--- src/rtl/loc_cam_bien_muc_pkg.sv ---
// muc_pkg: shared types and safe/reset constants for the level-sensor conditioning stage.
package muc_pkg;
    typedef enum logic [1:0] {INIT, RUN, SUSPECT, FAULT} muc_state_t;
    localparam logic SAFE_HIGH = 1'b1;
    localparam logic SAFE_LOW  = 1'b1;
    localparam logic DB_RST    = 1'b1;
endpackage

--- src/rtl/loc_cam_bien_muc_loc_nhieu.sv ---
// loc_nhieu: 2-flop synchroniser plus counting debouncer for one float-switch channel.
module loc_nhieu
    import muc_pkg::*;
#(
    parameter int DEB_CYCLES = 16
) (
    input  logic clk,
    input  logic rst_n,
    input  logic d_raw,
    output logic d_db
);
    localparam int CW = $clog2(DEB_CYCLES);
    localparam logic [CW-1:0] LAST = CW'(DEB_CYCLES - 1);

    logic s1_q, s2_q, db_q, db_d;
    logic [CW-1:0] cnt_q, cnt_d;
    logic diff;

    assign diff  = s2_q != db_q;
    assign db_d  = (diff && cnt_q == LAST) ? s2_q : db_q;
    assign cnt_d = (diff && cnt_q != LAST) ? cnt_q + 1'b1 : '0;
    assign d_db  = db_q;

    always_ff @(posedge clk or negedge rst_n) begin
        if (!rst_n) begin
            s1_q  <= DB_RST;
            s2_q  <= DB_RST;
            db_q  <= DB_RST;
            cnt_q <= '0;
        end else begin
            s1_q  <= d_raw;
            s2_q  <= s1_q;
            db_q  <= db_d;
            cnt_q <= cnt_d;
        end
    end
endmodule

--- src/rtl/loc_cam_bien_muc.sv ---
// loc_cam_bien_muc: debounces both tank-level switches, checks plausibility and
// forces the "tank full, pump off" pair during start-up and on sensor fault.
module loc_cam_bien_muc
    import muc_pkg::*;
#(
    parameter int DEB_CYCLES   = 16,
    parameter int FAULT_CYCLES = 64
) (
    input  logic clk,
    input  logic rst_n,
    input  logic high_raw,
    input  logic low_raw,
    output logic high,
    output logic low,
    output logic valid,
    output logic fault
);
    localparam int INIT_LAST = DEB_CYCLES + 1;
    localparam int CMAX      = (FAULT_CYCLES > INIT_LAST) ? FAULT_CYCLES : INIT_LAST;
    localparam int CW        = $clog2(CMAX + 1);

    muc_state_t state_q, state_d;
    logic [CW-1:0] cnt_q, cnt_d;
    logic db_high, db_low, bad, run;
    logic high_q, low_q, valid_q, fault_q;

    loc_nhieu #(.DEB_CYCLES(DEB_CYCLES)) u_high (.clk(clk), .rst_n(rst_n), .d_raw(high_raw), .d_db(db_high));
    loc_nhieu #(.DEB_CYCLES(DEB_CYCLES)) u_low  (.clk(clk), .rst_n(rst_n), .d_raw(low_raw),  .d_db(db_low));

    assign bad = db_high & ~db_low;

    // SUSPECT exits one count early so fault rises FAULT_CYCLES after the bad pair
    // appears, counting the RUN->SUSPECT edge.
    always_comb begin
        state_d = state_q;
        cnt_d   = cnt_q;
        case (state_q)
            INIT: begin
                state_d = (cnt_q == CW'(INIT_LAST)) ? RUN : INIT;
                cnt_d   = (cnt_q == CW'(INIT_LAST)) ? '0 : cnt_q + 1'b1;
            end
            RUN: begin
                state_d = bad ? SUSPECT : RUN;
                cnt_d   = '0;
            end
            SUSPECT: begin
                state_d = !bad ? RUN : (cnt_q == CW'(FAULT_CYCLES - 2)) ? FAULT : SUSPECT;
                cnt_d   = (!bad || cnt_q == CW'(FAULT_CYCLES - 2)) ? '0 : cnt_q + 1'b1;
            end
            FAULT: begin
                state_d = (!bad && cnt_q == CW'(FAULT_CYCLES - 1)) ? RUN : FAULT;
                cnt_d   = (bad || cnt_q == CW'(FAULT_CYCLES - 1)) ? '0 : cnt_q + 1'b1;
            end
            default: begin
                state_d = INIT;
                cnt_d   = '0;
            end
        endcase
    end

    assign run = (state_d == RUN) || (state_d == SUSPECT);

    always_ff @(posedge clk or negedge rst_n) begin
        if (!rst_n) begin
            state_q <= INIT;
            cnt_q   <= '0;
            high_q  <= SAFE_HIGH;
            low_q   <= SAFE_LOW;
            valid_q <= 1'b0;
            fault_q <= 1'b0;
        end else begin
            state_q <= state_d;
            cnt_q   <= cnt_d;
            high_q  <= run ? db_high : SAFE_HIGH;
            low_q   <= run ? db_low : SAFE_LOW;
            valid_q <= run;
            fault_q <= state_d == FAULT;
        end
    end

    assign high  = high_q;
    assign low   = low_q;
    assign valid = valid_q;
    assign fault = fault_q;
endmodule

--- config.mk ---
export PLATFORM = sky130hd
export DESIGN_NAME = loc_cam_bien_muc
export DESIGN_NICKNAME = d
export VERILOG_FILES = /design/src/rtl/loc_cam_bien_muc_pkg.sv /design/src/rtl/loc_cam_bien_muc_loc_nhieu.sv /design/src/rtl/loc_cam_bien_muc.sv
export SDC_FILE = /design/constraint.sdc
export NUM_CORES = 1
export LEC_CHECK = 0
export CORE_ASPECT_RATIO = 0.9
export CORE_MARGIN = 2
export CORE_UTILIZATION = 24
export DETAILED_ROUTE_END_ITERATION = 6
export SETUP_SLACK_MARGIN = 0.5
export SYNTH_ARGS = -nofsm -noshare
export SYNTH_HDL_FRONTEND = slang
export SYNTH_HIERARCHICAL = 1
export SYNTH_SLANG_ARGS = --single-unit
--- constraint.sdc ---
create_clock -name clk -period 2.6 [get_ports clk]
set_input_delay 0.78 -clock clk [delete_from_list [all_inputs] [get_ports clk]]
set_output_delay 0.78 -clock clk [all_outputs]
set_load 0.03 [all_outputs]
# Yosys cells after proc, flatten, opt, wreduce, memory -nomap -nowiden
# Cells that the tools add are included.
# totals
reg_bits,27
output_inout_bits,4
inputBits,4
elab_cells,58
# op_classes
n_bitwise,2
n_mux,14
add_sub_neg,3
n_reduce_logical,10
n_eq_ne,15
# op_table
op,count
$pmux W7 S4,1
$mux W7,3
$eq A7 B6 Y1 const B,2
$add A4 B1 Y4 const B,2
$eq A2 B2 Y1 const B,4
$eq A4 B4 Y1 const B,2
$mux W4,2
$ne A4 B4 Y1 const B,2
$pmux W2 S4,1
$add A7 B1 Y7 const B,1
$eq A7 B5 Y1 const B,1
$mux W2,3
$logic_and A1 B1 Y1,5
$eq A2 B1 Y1 const B,2
$mux W1,4
$logic_or A1 B1 Y1,3
$logic_not A2 Y1,1
$ne A1 B1 Y1,2
$and A1 B1 Y1,1
$logic_not A1 Y1,1
$not A1 Y1,1

# Depth between registers and ports, before layout
# logic_depth
word_depth,9
mapped_depth,8
depth_no_buf,7

# By module
# Netlist, hierarchy kept.
# by_module_without_submodules
module,n_inst,cells_each,area_each_um2,seq_area_each_um2
loc_cam_bien_muc,1,56,623.1,327.8
loc_nhieu,2,20,264.0,178.9

# Least setup slack after synthesis
# OpenSTA, ideal clock, no wires.
# synth_path
path_kind,register to register
startpoint,reg cnt_q[0] (netlist name)
endpoint,reg valid_q (netlist: valid)
setup_slack_ns,0.945
t_arrival_ns,1.519
period_less_slack_ns,1.655
stages_incl_launch_ff,8
setup_time_ns,0.136
path_buffers,1
required_ns,2.464
cell_sequence,dfrtp_1 -> ha_1 -> and3_2 -> buf_2 -> nand2_1 -> a21oi_1 -> o21ai_0 -> ha_1
# synth_lines
element,line_no,source
"end signal, assigned",loc_cam_bien_muc.sv:76,valid_q <= run;
"end, declared",loc_cam_bien_muc.sv:25,"logic high_q, low_q, valid_q, fault_q;"

# Worst setup path in the final report
# layout_path
startpoint,reg valid_q (netlist: valid)
endpoint,out valid
# layout_lines
element,line_no,source
"end, declared",loc_cam_bien_muc.sv:15,"output logic valid,"
# No word-level cell between the ends.

==> metrics.md <==
| Metric | Value |
|---|---|
| CP max stage cell | clkdlybuf4s50_1 |
| Number of post-CTS setup repair buffers | 0 |
| Required @ worst endpoint | between 1.5 and 2 ns |
| Placed cell area | between 0.001 and 0.0015 sq mm |
| DIE HEIGHT | around 70 um |
| Filler cells | approximately 480 |
| Sequential fraction of the synthesis area | approximately three fifths |
| Met3 Track Usage GR | around 1.6% |
| Minimum clock period | 2.03 ns |
| Max stage delay on crit path | around 0.66 ns |
| Starting DRC count in detailed routing | 45 |
| Layout cell share with drive strength beyond 1 | between 15 and 20% |
| WP buf/inv | 1 |
| DRC Markers | 0 |
| Status | complete, no violations |
| CP Launch Type | register |
| Reg clk slew, reported paths | 0.09 ns |
| Max Freq | a little under 0.5 GHz |
| Die Wd | about 77 um |
| Row cnt | 23 |
| Grt total ovfl | 0 |
| Global route hottest layer | met2 |
| Least-Margin Pin Slew | roughly 0.49 ns |
| CTS tree | done |
| Synth top area share | 41.3% |
| Core Box Area | 0.00455 sq mm |
| Post-Layout Inst Area | around 0.0013 sq mm |
| Max rail drop VDD | between 0.2 and 0.25 mV |
| CP Data Arrival Time | between 1 and 1.5 ns |
| CP max FO | 1 |
| Ys async rst share | 100% |
| Synth Flop Type | dfrtp_1 |
| Final net count | 118 |
| IO Port Bufs | 7 |
| Crit-path leading delay family | buffers and inverters |
| Setup TNS | 0 ns |
| Drt first pass iters | 4 |
| Tightest Hold Check Type | reg2reg |
| Post-synth EDFFs | 0 |
| Top cells by area, synth | dfrtp_1 (41%), dfstp_2 (18%), ha_1 (6.5%) |
| Final hold viol count | 0 |
| Num ports | 8 |
| Total power | approximately 730 uW |
| Clock Tree Buf Depth | 2 |
| PD cells | approximately 540 mW/mm^2 |
| Final setup fails | 0 |
| Static leakage | approximately 0.00058 uW |
| Synthesized cell area | 0.00115 sq mm |
| Placer Congestion | between 0.7 and 0.8 |
| GRT met1 Usage | 8.87% |
| Clk Tree Root Cell | clkbuf_8 |
| Top-count cell post-synth | dfrtp_1 |
| Antenna fix cells | 0 |
| Worst rel slew slack | between 60% and 70% |
| Yosys cell types | 24 |
| Die ar. | around 0.0054 sq mm |
| Synth Register Bits | 27 |
| Initial antenna violation count | 0 |
| Worst Setup End Kind | output port |
| Vias in the first global route | ~740 |
| Gr usage total | about 7.3% |
| Final ANT Viol Nets | 0 |
| Met2 Resource Use GR | 12.0% |
| Hpwl dp | around 1300 um |
| Top cells by count, synth | dfrtp_1 (19), nor2_1 (16), dfstp_2 (8) |
| Yosys top cell by area | dfrtp_1 |
| Synth Net Count | approximately 110 |
| Starting Density | between 20% and 30% |
| Clk sinks | 27 |
| CP Cell Sequence | clkdlybuf4s50_1 |
| Via count | about 700 |
| RSZ-0062 raised after global routing | no |
| Routed WL per cell | 9.93 um |
| MaxCap Viol Count | 0 |
| Largest net degree at the start of global routing | 28 |
| Setup CP Type | reg2out |
| Global-route wire length before repair | 3190 um |
| Syn_area_per_cell | about 12 sq um |
| Slew Viols, Final | 0 |
| Final wirelength | ~1700 um |
| Syn. warnings | 6 |
| Clock latency at the later pin of the worst-skew pair | about 0.27 ns |
| Synthesized instance count | between 90 and 100 |
| CTS buffer count | 3 |
| Clk_skew | 0.00472 ns |
| Drt via density | roughly 4.1 |
| H-tree Lvls | 1 |
| Layout Utilization | 29.6% |
| Period utilization | between 70% and 80% |
| Area Overhead vs Synth | 17.1% |
==> area by class of cell <==
class	count	area (sq um)	area share, %
Tap cell	62	77.6	5.76
Inverter	6	22.5	1.67
Clock inverter	1	7.51	0.557
Timing Repair Buffer	8	75.1	5.57
Multi-Input combinational cell	62	438	32.5
Sequential cell	27	686	50.9
Clock buffer	3	41.3	3.06
==> cell families (layout without fill, tap and decap cells) <==
logic type	after synthesis	after routing	synth area share (%)
simple gates	34	34	15.3
flops	27	27	59.6
compound gates	10	10	6.63
xor+xnor	10	10	7.61
buf+inv	7	18	2.39
fa+ha+maj	6	6	6.52
mux	2	2	1.96
==> worst register-to-register path: stages (launching register included) <==
cell and delay, ns:
dfrtp_1 0.43, ha_1 0.25, and3_2 0.26, nand2_1 0.06, a21oi_1 0.06, o21ai_0 0.23, ha_1 0.31, nand2b_1 0.09
==> state kept, by name, summed over array words and instances (netlist names) <==
name,count
u_high/s1_q,1
u_low/d_db,1
u_low/cnt_q,4
u_high/d_db,1
state_q,2
u_low/s2_q,1
low,1
u_low/s1_q,1
u_high/s2_q,1
u_high/cnt_q,4
cnt_q,7
fault,1
high,1
valid,1
==> path summary, 6_finish.rpt <==
path                            slack [ns]  cells past startpoint                  from                        end
worst max-delay path                  0.57                      1       valid$_DFF_PN0_                      valid
worst min-delay path                  0.36                      0  u_low/s1_q$_DFF_PN1_       u_low/s2_q$_DFF_PN1_
worst max register to register        0.86                      7    cnt_q[0]$_DFF_PN0_             high$_DFF_PN1_
worst min register to register        0.36                      0  u_low/s1_q$_DFF_PN1_       u_low/s2_q$_DFF_PN1_
max in group asynchronous             1.44                      2                 rst_n       u_low/s2_q$_DFF_PN1_
min in group asynchronous             0.86                      2                 rst_n  u_high/cnt_q[2]$_DFF_PN0_
==> layer usage <==
metal,wire length [um],up-vias
met4,27,0
met5,0,-
li1,-,337
met3,36,2
met1,832,341
met2,781,7
==> where the power goes <==
group          switching, uW  internal [uW]  leakage [uW]
sequential              9.04            438      0.000333
combinational           27.5           19.9      0.000225
clock                    128            108     0.0000217
total                    164            566      0.000580
==> per-stage QoR <==
step           hold WS [ns]  setup slack [ns]  std cells
2_1_floorplan         0.345             0.945         96
3_3_place_gp          0.346             0.672        165
3_5_place_dp          0.348             0.662        165
4_1_cts               0.362             0.556        169
5_1_grt               0.365             0.520        169
6_report              0.361             0.571        169
==> cells in the final DEF (no fill, tap or decap), drive strengths merged <==
cell           Yosys  layout
a21o               1       1
a41oi              1       1
a211oi             2       2
mux2               2       2
nand2b             4       4
inv                6       6
dfrtp             19      19
xor2               3       3
clkinvlp           0       1
nand2              4       4
dfstp              8       8
nand4bb            1       1
buf                1       1
clkdlybuf4s50      0       5
a31oi              2       2
xnor2              7       7
o21ai              1       1
a21oi              3       3
and3b              1       1
ha                 6       6
dlygate4sd2        0       2
nor4b              1       1
and3               1       1
clkbuf             0       3
nand3              5       5
and2b              1       1
nor2              16      16
==> timing repair <==
action                     in CTS  in global routing
hold buffers                    0                  0
resized for setup               2                  0
setup endpoints to repair       2                  0
Power figures use the tool's default switching activity.
